--- src/rtl/decode_stage_if.sv ---
// Fetch-to-execute handshake bundle for the opcode decode stage, plus its
// flush and illegal-opcode counter controls.
interface decode_stage_if #(
    parameter int OPC_W     = 5,
    parameter int INSN_W    = 32,
    parameter int PC_W      = 32,
    parameter int ERR_CNT_W = 8
);
    localparam int NUM_OPC = 2 ** OPC_W;

    logic                 in_valid;
    logic                 in_ready;
    logic [INSN_W-1:0]    in_insn;
    logic [PC_W-1:0]      in_pc;
    logic                 flush;
    logic                 out_valid;
    logic                 out_ready;
    logic [INSN_W-1:0]    out_insn;
    logic [PC_W-1:0]      out_pc;
    logic [NUM_OPC-1:0]   out_onehot;
    logic                 out_illegal;
    logic [ERR_CNT_W-1:0] illegal_cnt;
    logic                 clr_cnt;

    modport slave (
        input  in_valid, in_insn, in_pc, flush, out_ready, clr_cnt,
        output in_ready, out_valid, out_insn, out_pc, out_onehot, out_illegal, illegal_cnt
    );

    modport master (
        output in_valid, in_insn, in_pc, flush, out_ready, clr_cnt,
        input  in_ready, out_valid, out_insn, out_pc, out_onehot, out_illegal, illegal_cnt
    );
endinterface

--- src/rtl/decode_stage.sv ---
// Registered opcode decode stage with a 2-entry skid buffer so in_ready comes
// straight from a flop; illegal opcodes are flagged and counted (saturating).
//
//   state | meaning
//   EMPTY | no word held
//   ONE   | word in main entry, skid empty
//   FULL  | main and skid both hold a word, in_ready low
module decode_stage #(
    parameter int                  OPC_W      = 5,
    parameter int                  INSN_W     = 32,
    parameter int                  PC_W       = 32,
    parameter logic [2**OPC_W-1:0] LEGAL_MASK = 32'h0060_7FFF,
    parameter int                  ERR_CNT_W  = 8
) (
    input logic          clock,
    input logic          reset_n,
    decode_stage_if.slave bus
);
    localparam int NUM_OPC = 2 ** OPC_W;
    localparam logic [ERR_CNT_W-1:0] CNT_MAX = '1;

    typedef enum logic [1:0] {EMPTY, ONE, FULL} state_t;

    typedef struct packed {
        logic [INSN_W-1:0]  insn;
        logic [PC_W-1:0]    pc;
        logic [NUM_OPC-1:0] onehot;
        logic               illegal;
    } word_t;

    state_t               state_q, state_d;
    word_t                main_q, skid_q, in_word;
    logic [OPC_W-1:0]     in_opc;
    logic [NUM_OPC-1:0]   in_onehot;
    logic                 in_illegal;
    logic                 ready, valid, accept, pop;
    logic                 load_main_in, load_main_skid, load_skid_in;
    logic [ERR_CNT_W-1:0] cnt_q;

    assign in_opc = bus.in_insn[INSN_W-1 -: OPC_W];

    always_comb begin
        in_onehot = '0;
        for (int k = 0; k < NUM_OPC; k++) begin
            in_onehot[k] = (in_opc == OPC_W'(k)) && LEGAL_MASK[k];
        end
    end

    assign in_illegal = ~LEGAL_MASK[in_opc];
    assign in_word    = '{insn: bus.in_insn, pc: bus.in_pc, onehot: in_onehot, illegal: in_illegal};

    assign ready  = (state_q != FULL);
    assign valid  = (state_q != EMPTY);
    assign accept = bus.in_valid && ready;
    assign pop    = valid && bus.out_ready;

    always_ff @(posedge clock or negedge reset_n) begin
        if (!reset_n) begin
            state_q <= EMPTY;
        end else begin
            state_q <= state_d;
        end
    end

    always_comb begin
        state_d = state_q;
        if (bus.flush) begin
            state_d = EMPTY;
        end else begin
            case (state_q)
                EMPTY:   if (accept) state_d = ONE;
                ONE: begin
                    if (accept && !pop)      state_d = FULL;
                    else if (!accept && pop) state_d = EMPTY;
                end
                FULL:    if (pop) state_d = ONE;
                default: state_d = EMPTY;
            endcase
        end
    end

    // A flushed cycle loads nothing: the accepted word is dropped and the data
    // registers keep their last contents.
    always_comb begin
        load_main_in   = 1'b0;
        load_main_skid = 1'b0;
        load_skid_in   = 1'b0;
        if (!bus.flush) begin
            case (state_q)
                EMPTY: load_main_in = accept;
                ONE: begin
                    load_main_in = accept && pop;
                    load_skid_in = accept && !pop;
                end
                FULL:  load_main_skid = pop;
                default: ;
            endcase
        end
    end

    always_ff @(posedge clock or negedge reset_n) begin
        if (!reset_n) begin
            main_q <= '0;
            skid_q <= '0;
        end else begin
            if (load_main_in)        main_q <= in_word;
            else if (load_main_skid) main_q <= skid_q;
            if (load_skid_in)        skid_q <= in_word;
        end
    end

    always_ff @(posedge clock or negedge reset_n) begin
        if (!reset_n) begin
            cnt_q <= '0;
        end else if (bus.clr_cnt) begin
            cnt_q <= '0;
        end else if (accept && !bus.flush && in_illegal && (cnt_q != CNT_MAX)) begin
            cnt_q <= cnt_q + 1'b1;
        end
    end

    assign bus.in_ready    = ready;
    assign bus.out_valid   = valid;
    assign bus.out_insn    = main_q.insn;
    assign bus.out_pc      = main_q.pc;
    assign bus.out_onehot  = main_q.onehot;
    assign bus.out_illegal = main_q.illegal;
    assign bus.illegal_cnt = cnt_q;
endmodule
--- src/flat_wrapper.sv ---
// flat-port wrapper written by rule: the top's interface ports become plain ports
module decode_stage_flat 
#(
    parameter int                  OPC_W      = 5,
    parameter int                  INSN_W     = 32,
    parameter int                  PC_W       = 32,
    parameter logic [2**OPC_W-1:0] LEGAL_MASK = 32'h0060_7FFF,
    parameter int                  ERR_CNT_W  = 8
)
  (clock, reset_n, bus_in_valid, bus_in_insn, bus_in_pc, bus_flush, bus_out_ready, bus_clr_cnt, bus_in_ready, bus_out_valid, bus_out_insn, bus_out_pc, bus_out_onehot, bus_out_illegal, bus_illegal_cnt);
  decode_stage_if #(.OPC_W(OPC_W), .INSN_W(INSN_W), .PC_W(PC_W), .ERR_CNT_W(ERR_CNT_W)) bus_i ();
  input logic clock;
  input logic reset_n;
  input wire logic [$bits(bus_i.in_valid)-1:0] bus_in_valid;
  input wire logic [$bits(bus_i.in_insn)-1:0] bus_in_insn;
  input wire logic [$bits(bus_i.in_pc)-1:0] bus_in_pc;
  input wire logic [$bits(bus_i.flush)-1:0] bus_flush;
  input wire logic [$bits(bus_i.out_ready)-1:0] bus_out_ready;
  input wire logic [$bits(bus_i.clr_cnt)-1:0] bus_clr_cnt;
  output wire logic [$bits(bus_i.in_ready)-1:0] bus_in_ready;
  output wire logic [$bits(bus_i.out_valid)-1:0] bus_out_valid;
  output wire logic [$bits(bus_i.out_insn)-1:0] bus_out_insn;
  output wire logic [$bits(bus_i.out_pc)-1:0] bus_out_pc;
  output wire logic [$bits(bus_i.out_onehot)-1:0] bus_out_onehot;
  output wire logic [$bits(bus_i.out_illegal)-1:0] bus_out_illegal;
  output wire logic [$bits(bus_i.illegal_cnt)-1:0] bus_illegal_cnt;
  assign bus_i.in_valid = bus_in_valid;
  assign bus_i.in_insn = bus_in_insn;
  assign bus_i.in_pc = bus_in_pc;
  assign bus_i.flush = bus_flush;
  assign bus_i.out_ready = bus_out_ready;
  assign bus_i.clr_cnt = bus_clr_cnt;
  assign bus_in_ready = bus_i.in_ready;
  assign bus_out_valid = bus_i.out_valid;
  assign bus_out_insn = bus_i.out_insn;
  assign bus_out_pc = bus_i.out_pc;
  assign bus_out_onehot = bus_i.out_onehot;
  assign bus_out_illegal = bus_i.out_illegal;
  assign bus_illegal_cnt = bus_i.illegal_cnt;
  decode_stage #(.OPC_W(OPC_W), .INSN_W(INSN_W), .PC_W(PC_W), .LEGAL_MASK(LEGAL_MASK), .ERR_CNT_W(ERR_CNT_W)) u_core (.clock(clock), .reset_n(reset_n), .bus(bus_i));
endmodule
--- config.mk ---
export PLATFORM = sky130hd
export DESIGN_NAME = decode_stage_flat
export DESIGN_NICKNAME = d
export VERILOG_FILES = /design/src/rtl/decode_stage_if.sv /design/src/rtl/decode_stage.sv /design/src/flat_wrapper.sv
export SDC_FILE = /design/constraint.sdc
export NUM_CORES = 1
export LEC_CHECK = 0
export ABC_AREA = 1
export ABC_CLOCK_PERIOD_IN_PS = 2700
export BUFFER_PORTS_ARGS = -buffer_cell sky130_fd_sc_hd__clkbuf_2
export CAP_MARGIN = 20
export CORE_ASPECT_RATIO = 0.75
export CORE_UTILIZATION = 39
export DETAILED_ROUTE_END_ITERATION = 10
export SYNTH_ARGS = -nofsm -noshare
export SYNTH_HDL_FRONTEND = slang
export SYNTH_SLANG_ARGS = --single-unit
export TNS_END_PERCENT = 10
--- constraint.sdc ---
create_clock -name clock -period 2.7 [get_ports clock]
set_input_delay 0.405 -clock clock [delete_from_list [all_inputs] [get_ports clock]]
set_output_delay 0.405 -clock clock [all_outputs]
set_load 0.02 [all_outputs]
Word level (Yosys, flattened, before mapping)
Memories as Yosys holds them, arrays and structs flattened. Cells that the tools add are included.

Equal/unequal tests: 23. Bitwise gates (word level): 1. Mux-type cells: 17. Reduce and logical (&&, ||, !) cells: 17. $add $sub $neg: 1. Magnitude comparators: 1.

Operator list (count): $mux W97 (2); $eq A5 B4 Y1 const B (7); $eq A5 B3 Y1 const B (4); $mux W8 (2); $eq A5 B2 Y1 const B (2); $eq A5 B5 Y1 const B (2); $mux W2 (5); $add A8 B1 Y8 const B (1); $logic_and A1 B1 Y1 (8); $ne A8 B8 Y1 const B (1); $lt A5 B6 Y1 const B (1); $mux W1 (6); $ne A3 B2 Y1 const B (2); $pmux W2 S3 (1); $reduce_bool A2 Y1 (3); $eq A5 B1 Y1 const B (1); $logic_not A5 Y1 (1); $ne A4 B2 Y1 const B (1); $logic_not A1 Y1 (3); $reduce_and A3 Y1 (1); $eq A2 B1 Y1 const B (1); $eq A2 B2 Y1 const B (1); $logic_not A2 Y1 (1); $ne A2 B2 Y1 const B (1); 2 further kinds (2).

Memories kept: 1. Word-level logic and storage cells: 71. Bits of input ports: 70. Bits in registers: 189. Memory bits (read-only): 32.

Memory list: (name not given) (words 32, bits a word 1, rd ports 1, clocked after Yosys merged registers in 0, wr ports 0, RTL line decode_stage.sv:49) `assign in_illegal = ~LEGAL_MASK[in_opc];`.

Depth between registers and ports, before layout
Gate-level depths: netlist (run 1).

Word-level depth: 8. Mapped depth: 11. Gate-level depth less buffers: 10.

Worst setup path before layout (run 1)
No wires, ideal clock.

Path type: reg-to-reg. Start point: register u_core.state_q[0]. End point: register u_core.main_q (netlist bit u_core.bus.out_onehot[21]). Clock period less this slack: 1.591 ns. Library setup time: 0.124 ns. Setup slack: 1.109 ns. Data arrival time: 1.467 ns. Cell stages (with the launch flop): 12. Buffers on the path: 2. Path through: dfrtp_1 -> inv_1 -> nand2_2 -> nand2_2 -> inv_2 -> ha_1 -> nand2_1 -> nand2_1 -> buf_4 -> buf_4 -> nand2_1 -> nand3_1.

Word-level cells in the longest chain between the ends: 6.

RTL lines: from (decl) (RTL line decode_stage.sv:31) `state_t state_q, state_d;`; from (signal assigned) (RTL line decode_stage.sv:61) `state_q <= state_d;`; $ne A2 B2 Y1 * (RTL line decode_stage.sv:52) `assign ready = (state_q != FULL);`; net bus_in_ready (RTL line flat_wrapper.sv:20) `output wire logic [$bits(bus_i.in_ready)-1:0] bus_in_ready;`; $logic_and A1 B1 Y1 * (RTL line decode_stage.sv:54) `assign accept = bus.in_valid && ready;`; $logic_and A1 B1 Y1 (RTL line decode_stage.sv:92) `load_main_in = accept && pop;`; $pmux W1 S2 * (RTL line decode_stage.sv:89) `case (state_q)`; $mux W1 * (RTL line decode_stage.sv:88) `if (!bus.flush) begin`; $mux W97 or $reduce_bool A2 Y1 (tied branches); to (signal assigned) (RTL line decode_stage.sv:106) `if (load_main_in) main_q <= in_word;`; to (signal assigned) (RTL line decode_stage.sv:107) `else if (load_main_skid) main_q <= skid_q;`; to (decl) (RTL line decode_stage.sv:32) `word_t main_q, skid_q, in_word;`.

Mark *: on every way through the listed nets, which the timed path passes. The rest lies on a longest branch. A chain may end at the register's enable or synchronous reset.

Final worst setup path (run 1)
Start point: register u_core.state_q[0]. End point: register u_core.state_q[1].

Word-level cells in the longest chain between the ends: 7.

RTL lines: $reduce_bool A2 Y1 (RTL line decode_stage.sv:53) `assign valid = (state_q != EMPTY);`; $logic_and A1 B1 Y1 (RTL line decode_stage.sv:55) `assign pop = valid && bus.out_ready;`; $logic_not A1 Y1 (RTL line decode_stage.sv:73) `if (accept && !pop) state_d = FULL;`; $logic_and A1 B1 Y1 (RTL line decode_stage.sv:73); $mux W2 (RTL line decode_stage.sv:73); $pmux W2 S3 (RTL line decode_stage.sv:70) `case (state_q)`; $mux W2 (RTL line decode_stage.sv:67) `if (bus.flush) begin`.

Parallel ways exist; a longest one is shown, timed or not.

==> results of run 1 <==
[worst paths after layout]
kind	startpoint	to	slack, ps	cells after the start
max in group asynchronous	reset_n	u_core.skid_q[15]$_DFFE_PN0P_	1430	3
worst max-delay path	u_core.state_q[0]$_DFFE_PN0P_	u_core.state_q[1]$_DFFE_PN0P_	800	7
min in group asynchronous	reset_n	u_core.skid_q[39]$_DFFE_PN0P_	530	2
worst min register to register	u_core.skid_q[7]$_DFFE_PN0P_	u_core.skid_q[7]$_DFFE_PN0P_	480	2
worst max register to register	u_core.state_q[0]$_DFFE_PN0P_	u_core.state_q[1]$_DFFE_PN0P_	800	7
worst min-delay path	bus_in_insn[22]	u_core.skid_q[87]$_DFFE_PN0P_	190	3
[layer usage]
metal / global-route usage (%) / vias to the layer above
li1: - / 3177
met1: 29.6 / 2961
met2: 29.2 / 166
met3: 4.80 / 11
met4: 5.61 / 0
met5: 0 / -
[cell families (layout without fill, tap and decap cells)]
family                   count (synthesis)  count (layout)  share of synthesized area (%)
buffers and inverters                   80             223                           5.76
XOR/XNOR                                 1               1                          0.115
AO/OA/AOI/OAI                            9               9                          0.623
flip-flops                             174             174                           57.1
AND/OR/NAND/NOR                        672             672                           35.4
other                                    1              15                         0.0492
adder cells (fa/ha/maj)                  6               6                          0.985
[sequential cells by signal, indices dropped and copies added, names as in the netlist]
| signal | count |
|---|---|
| u_core.bus.out_pc | 32 |
| u_core.bus.illegal_cnt | 8 |
| u_core.bus.out_illegal | 1 |
| u_core.bus.out_insn | 32 |
| u_core.bus.out_onehot | 17 |
| u_core.state_q | 2 |
| u_core.skid_q | 82 |
[power groups by stage]
stage                     logic [W]  clock network (W)  registers [W]
after floorplan            0.000950                  0        0.00440
after detailed placement    0.00218                  0        0.00402
after global placement      0.00213                  0        0.00401
after CTS                   0.00217            0.00262        0.00399
final                       0.00213            0.00256        0.00400
after global routing        0.00240            0.00274        0.00410
[cells in the final DEF (no fill, tap or decap), drive strengths merged]
cell and n:
nand2 531, clkbuf 181, dfrtp 174, nand3 100, nor2 37, inv 22, conb 15, buf 11
o21ai 7, ha 6, bufinv 3, clkinv 3, nor3b 2, clkinvlp 2, nor3 1, nand4 1
a21oi 1, o21bai 1, xnor2 1, dlygate4sd3 1
[layout make-up]
type	instances	area, sq um	area share (%)
clock inverters	9	133	1.44
well taps	247	309	3.35
inverters	21	78.8	0.853
multi-input cells	703	2900	31.4
repair buffers	172	985	10.7
flip-flops and latches	174	4350	47.1
clock buffers	21	480	5.20
[stage by stage]
stage                     instances  total power [W]  utilization [%]  area [sq um]  setup slack, ps
after floorplan                 957          0.00535                -          7680             1110
after global placement         1316          0.00613             45.7          8610              809
after detailed placement       1316          0.00619             45.7          8610              748
after CTS                      1347          0.00879             49.1          9240              739
after global routing           1347          0.00923             49.1          9240              581
final                          1347          0.00869             49.1          9240              801
[critical path: cells and delay by family, from the launching register on]
kind	cells	cell delay [ps]
AO/OA/AOI/OAI	1	230
buffers and inverters	3	860
flip-flops	1	400
AND/OR/NAND/NOR	3	230
==> summary.txt, run 1 <==
Outcome
  • Outcome: finished clean

Timing
  • Worst Tran Pin Value: 956 ps
  • Max Freq: 527 MHz
  • Hold_ws: just under 200 ps
  • Pins Over Slew Limit: 0
  • Relative slew margins: a little over a third
  • Clock skew: approximately 6.6 ps
  • Setup violators final: 0
  • Crit share post-route: 70.3%
  • Final setup TNS: 0 ps
  • RSZ-0062 raised after global routing: false
  • Tmin final: ~1900 ps
  • Hold Fails Final Rpt: 0

Power and ir drop
  • Sw Ratio: 33.6%
  • Maximum vdd drop: approximately 470 uV
  • Seq pwr share: 46.0%
  • Clk pwr share: ~30%
  • Cell area power density: 940 mW/mm^2
  • Comb pwr share: approximately a quarter
  • P_leak: between 5 and 6 nW
  • Cell internal pwr: slightly below 0.006 W
  • Switching power total: ~0.0029 W

Routing
  • DRC viols: 0
  • WL final: between 15 and 20 mm
  • Post-DR wirelength/cell: about 14 um
  • DR iter-0 viols: 490
  • Vias/cell: approximately 4.7
  • Routed wl met3: 1.12 mm
  • Routed wl met2: approximately 8.1 mm
  • M1 WL: between 9 and 10 mm
  • DR pass1 iterations: 5
  • Via Count: between 6000 and 7000
  • Max layer used: met4
  • Antenna-violating nets left: 0

CTS
  • Num CTS Buffers: 17
  • Postcts setup bufs: 0
  • CTS max path bufs: 2
  • CTS Hold Buffers Added: 1
  • Clk pin slew, worst setup/hold paths: roughly 60 ps
  • Clock latency on the worst-skew pair: around 420 ps
  • CTS sink count: roughly 170
  • CTS tree: yes
  • H-tree depth: 4
  • Resized cells post-CTS: 0
  • Root Buffer: clkbuf_16

Logic synthesis
  • Synth async-reset ratio: 100%
  • Post-synth EDFFs: 0
  • Synth top area cells: dfrtp_1, nand2_1, nand3_1
  • Syn Area/Cell: between 8 and 9 sq um
  • Yosys reg bits: ~170
  • Ys Warns: 0
  • Count leader, synth: nand2_1
  • Most frequent cells after synthesis: nand2_1, dfrtp_1, nand3_1
  • Top-area cell type share of the netlist area: a little under three fifths
  • Syn Inst Count: roughly 940
  • Netlist cell types: 26
  • Post-synthesis sequential area ratio: a little under three fifths
  • Synth area leader: dfrtp_1
  • Most used DFF post-synth: dfrtp_1
  • Cell Area, Synth: between 0.007 and 0.008 sq mm

Min path
  • Hold WC Path Type: input port to flop

Floorplanning
  • Starting Density: about two fifths
  • Die H: 123 um
  • DIE AREA: roughly 0.02 sq mm
  • # rows: 43
  • Die Wd: ~160 um
  • # IOs: around 180
  • Core Area: roughly 0.019 sq mm

Worst setup path
  • WP data arrival: ~2200 ps
  • Most used cell along the critical path: nand2_2
  • Slowest stage delay, CP: just over 700 ps
  • CP max FO: 88
  • Worst Path Required: around 3000 ps
  • Setup Crit Path Kind: flop to flop
  • Crit-path cells: inv_1 -> nand2_2 -> nand2_2 -> inv_2 -> nand3_4 -> buf_4 -> o21ai_0
  • Endpoint class of the critical path: flop
  • Worst setup SP type: flop
  • Crit path max-delay cell type: buf_4

Flow run
  • Max Cap Violations: 0

Final layout
  • Ant diodes: 0
  • Area growth, synth to finish: 21.2%
  • Layout Nets: roughly 1200
  • Fillers: 1906
  • Layout cells sized above 1: roughly 19%

Placement
  • Final GP Congestion: between 0.8 and 0.9
  • Number of port buffers: 161
  • Dpl hpwl: about 12 mm

Global routing
  • Antenna violations before repair: 0
  • Pin count of the biggest net entering global routing: 89
  • First-pass GRT wire length: about 31 mm
  • Gr usage total: between 20% and 30%
  • Number of global-route vias before repair: approximately 6000
  • GRT overflow: 0
Note: power is estimated with default switching activity, not from simulation.
==> run 2, diff against run 1 <==
ABC_CLOCK_PERIOD_IN_PS = 1600   (was 2700)
clock period = 1.6 ns   (was 2.7 ns; I/O delays follow)
==> run 2 against run 1 <==
Against the previous run:
- the run now ends with setup timing left
- sequential share of layout area fell by 3.5 points
- combinational power rose by 96%
- critical path type unchanged
- power rose by 73%
- clock power rose by 58%
- core utilization rose by 4.0 points
- via count rose by 4.2%
- hold slack got worse by 170 ps
- count of clock-buffer cells in the layout fell by 2
- sequential power rose by 69%
- global-route usage rose by 0.11 points
- setup slack got worse by 900 ps
- highest routed layer unchanged
==> summary.txt, run 2 (synthesized netlist as in run 1, its figures left out) <==
Final layout
  • Most frequent cells in the layout: nand2_1, dfrtp_1, clkbuf_2, nand3_1, nor2_1
  • Sequential cell area: 0.00436 sq mm (about the same)
  • Commonest non-fill, non-tap cell in the layout: nand2_1
  • Layout cells sized above 1: 27.8% (+8.4 points)
  • Largest register FFs: 82 (unchanged)
  • Final core occ: 53.1% (+4.0 points)
  • Multi-input gate area: 0.00317 sq mm (+9.4%)
  • Ant diodes: 0 (unchanged)
  • Layout Nets: 1198 (+2.8%)
  • Biggest register: u_core.skid_q
  • Final Cell Area: 0.00999 sq mm (+8.2%)
  • Final cell count without fillers: 1382 (+2.6%)
  • Fillers: 1810 (-5.0%)
  • Area growth, synth to finish: 31.0%

Timing
  • RSZ-0062 raised after global routing: true
  • Setup ws final: -97.7 ps (-899 ps)
  • Pins Over Slew Limit: 0 (unchanged)
  • Final setup TNS: -5270 ps (-5270 ps)
  • Setup violators final: 82 (+82)
  • Max Freq: 589 MHz (+12%)
  • Hold Fails Final Rpt: 0 (unchanged)
  • Tmin final: 1700 ps (-201 ps)
  • Hold_ws: 17.8 ps (-175 ps)
  • Clock skew: 12.6 ps (+6.09 ps)
  • Crit share post-route: 106% (+36 points)

Routing
  • DRC viols: 0 (unchanged)
  • Antenna-violating nets left: 0 (unchanged)
  • DR iter-0 viols: 548 (+12%)
  • Via Count: 6582 (+4.2%)
  • Vias/cell: 4.76 (+1.6%)
  • DR pass1 iterations: 5 (unchanged)
  • Post-DR wirelength/cell: 15.2 um (+6.8%)
  • WL final: 21.0 mm (+9.6%)

Worst setup path
  • Flop-to-flop setup slack: -100 ps (-900 ps)
  • WP data arrival: 2070 ps (-80 ps)
  • Worst setup SP type: flop
  • Crit path max-delay cell type: dfrtp_1
  • Worst reg-to-reg path cell count: 10 (+3)
  • Setup Crit Path Kind: flop to flop
  • CP max FO: 7 (-92%)
  • Worst Path Required: 1970 ps (-980 ps)
  • RR Endpoint: u_core.bus.out_insn[25]$_DFFE_PN0P_
  • Slowest stage delay, CP: 420 ps (-300 ps)
  • Most used cell along the critical path: nand2_4
  • Endpoint class of the critical path: flop
  • Crit-path cells: nor2_2 -> nor2_1 -> ha_4 -> nand2_4 -> nand2_4 -> nor2_4 -> buf_12 -> clkbuf_16 -> nand2_2 -> nand3_2
  • Reg2reg start: u_core.state_q[0]$_DFFE_PN0P_

Placement
  • Area post-placement: 0.00882 sq mm (+2.4%)
  • Dpl hpwl: 12.2 mm (+0.88%)
  • Number of port buffers: 161 (unchanged)
  • Final GP Congestion: 0.793 (-3.1%)
  • Placed cells: 1333 (+1.3%)

Power and ir drop
  • Cell area power density: 1500 mW/mm^2 (+60%)
  • P_leak: 5.46 nW (+8.9%)
  • Maximum vdd drop: 828 uV (+77%)

CTS
  • CTS tree: yes
  • H-tree depth: 4 (unchanged)
  • CTS sink count: 174 (unchanged)
  • Clock latency on the worst-skew pair: 430 ps (about the same)
  • CTS max path bufs: 2 (unchanged)
  • Num CTS Buffers: 17 (unchanged)
  • Clk pin slew, worst setup/hold paths: 70 ps (about the same)
  • Root Buffer: clkbuf_16

Outcome
  • Failing checks: setup timing
  • Outcome: finished with violations

Global routing
  • GRT overflow: 0 (unchanged)
  • Antenna violations before repair: 0 (unchanged)
  • Pin count of the biggest net entering global routing: 58 (-35%)
  • Number of global-route vias before repair: 6209 (+3.0%)
  • First-pass GRT wire length: 31.6 mm (+0.84%)
  • Gr usage total: 20.2% (+0.11 points)

Flow run
  • Max Cap Violations: 0 (unchanged)

Floorplanning
  • Die Wd: 163 um (unchanged)
  • DIE AREA: 0.0201 sq mm (unchanged)
  • Die H: 123 um (unchanged)
  • # rows: 43 (unchanged)
  • Core Area: 0.0188 sq mm (unchanged)
  • # IOs: 177 (unchanged)
  • Starting Density: 40.5% (unchanged)

Min path
  • Hold WC Path Type: input port to flop
  • Worst hold stages: 3 (unchanged)
  • Hold EP: u_core.skid_q[52]$_DFFE_PN0P_
  • Hold Startpoint: bus_in_pc[19]
## run 2: how the worst max path moves through the flow
| stage | from | end | slack (ps) | cells past startpoint |
|---|---|---|---|---|
| after detailed placement | u_core.state_q[1]$_DFFE_PN0P_ | u_core.bus.out_onehot[3]$_DFFE_PN0P_ | -50 | 9 |
| after CTS | u_core.state_q[1]$_DFFE_PN0P_ | u_core.bus.out_onehot[0]$_DFFE_PN0P_ | -80 | 9 |
| after global placement | u_core.state_q[0]$_DFFE_PN0P_ | u_core.bus.out_insn[1]$_DFFE_PN0P_ | -9 | 11 |
| after floorplan | u_core.state_q[0]$_DFFE_PN0P_ | u_core.bus.out_onehot[21]$_DFFE_PN0P_ | 9 | 11 |
| final | u_core.state_q[0]$_DFFE_PN0P_ | u_core.bus.out_insn[25]$_DFFE_PN0P_ | -100 | 10 |
| after global routing | u_core.state_q[0]$_DFFE_PN0P_ | u_core.bus.out_insn[25]$_DFFE_PN0P_ | -180 | 12 |
## run 2: repair_timing
action                     CTS  global route
hold buffers                 2             0
cloned                       0            11
hold endpoints to repair    55             0
resized for setup            0            83
buffers inserted             0             4
setup endpoints to repair   82            84
pin swaps                    0             5
## run 2: critical path: cells and delay by family (launching register included)
| kind | cells | cell delay, ps |
|---|---|---|
| fa+ha+maj | 1 | 170 |
| simple gates | 7 | 670 |
| buf+inv | 2 | 370 |
| flops | 1 | 420 |
## run 2: report_power, final
group / internal (W) / switching (W) / total [W]
Clock: 0.00222 / 0.00183 / 0.00405
Sequential: 0.00587 / 0.000911 / 0.00678
Combinational: 0.00161 / 0.00257 / 0.00418
Total: 0.00970 / 0.00531 / 0.0150
## run 2: metal layers
metal | track usage, % | vias up | routed length, um
met2 | 30.7 | 183 | 9370
met3 | 4.90 | 15 | 1170
met1 | 28.8 | 3137 | 10300
li1 | - | 3247 | -
met4 | 5.21 | 0 | 155
met5 | 0 | - | 0
## run 2: metrics by stage
stage	setup WS [ps]	total power [W]
after floorplan	8.66	0.00902
after global placement	-8.52	0.0104
after detailed placement	-48.3	0.0105
after CTS	-75.8	0.0146
after global routing	-183	0.0159
final	-97.7	0.0150
## run 2: area by class of cell
type	count	area share [%]
clock buffer	19	4.43
clock inverter	13	1.29
inverter	21	0.814
multi-input combinational	703	31.7
sequential	174	43.6
tap	247	3.09
timing repair buffer	205	15.0
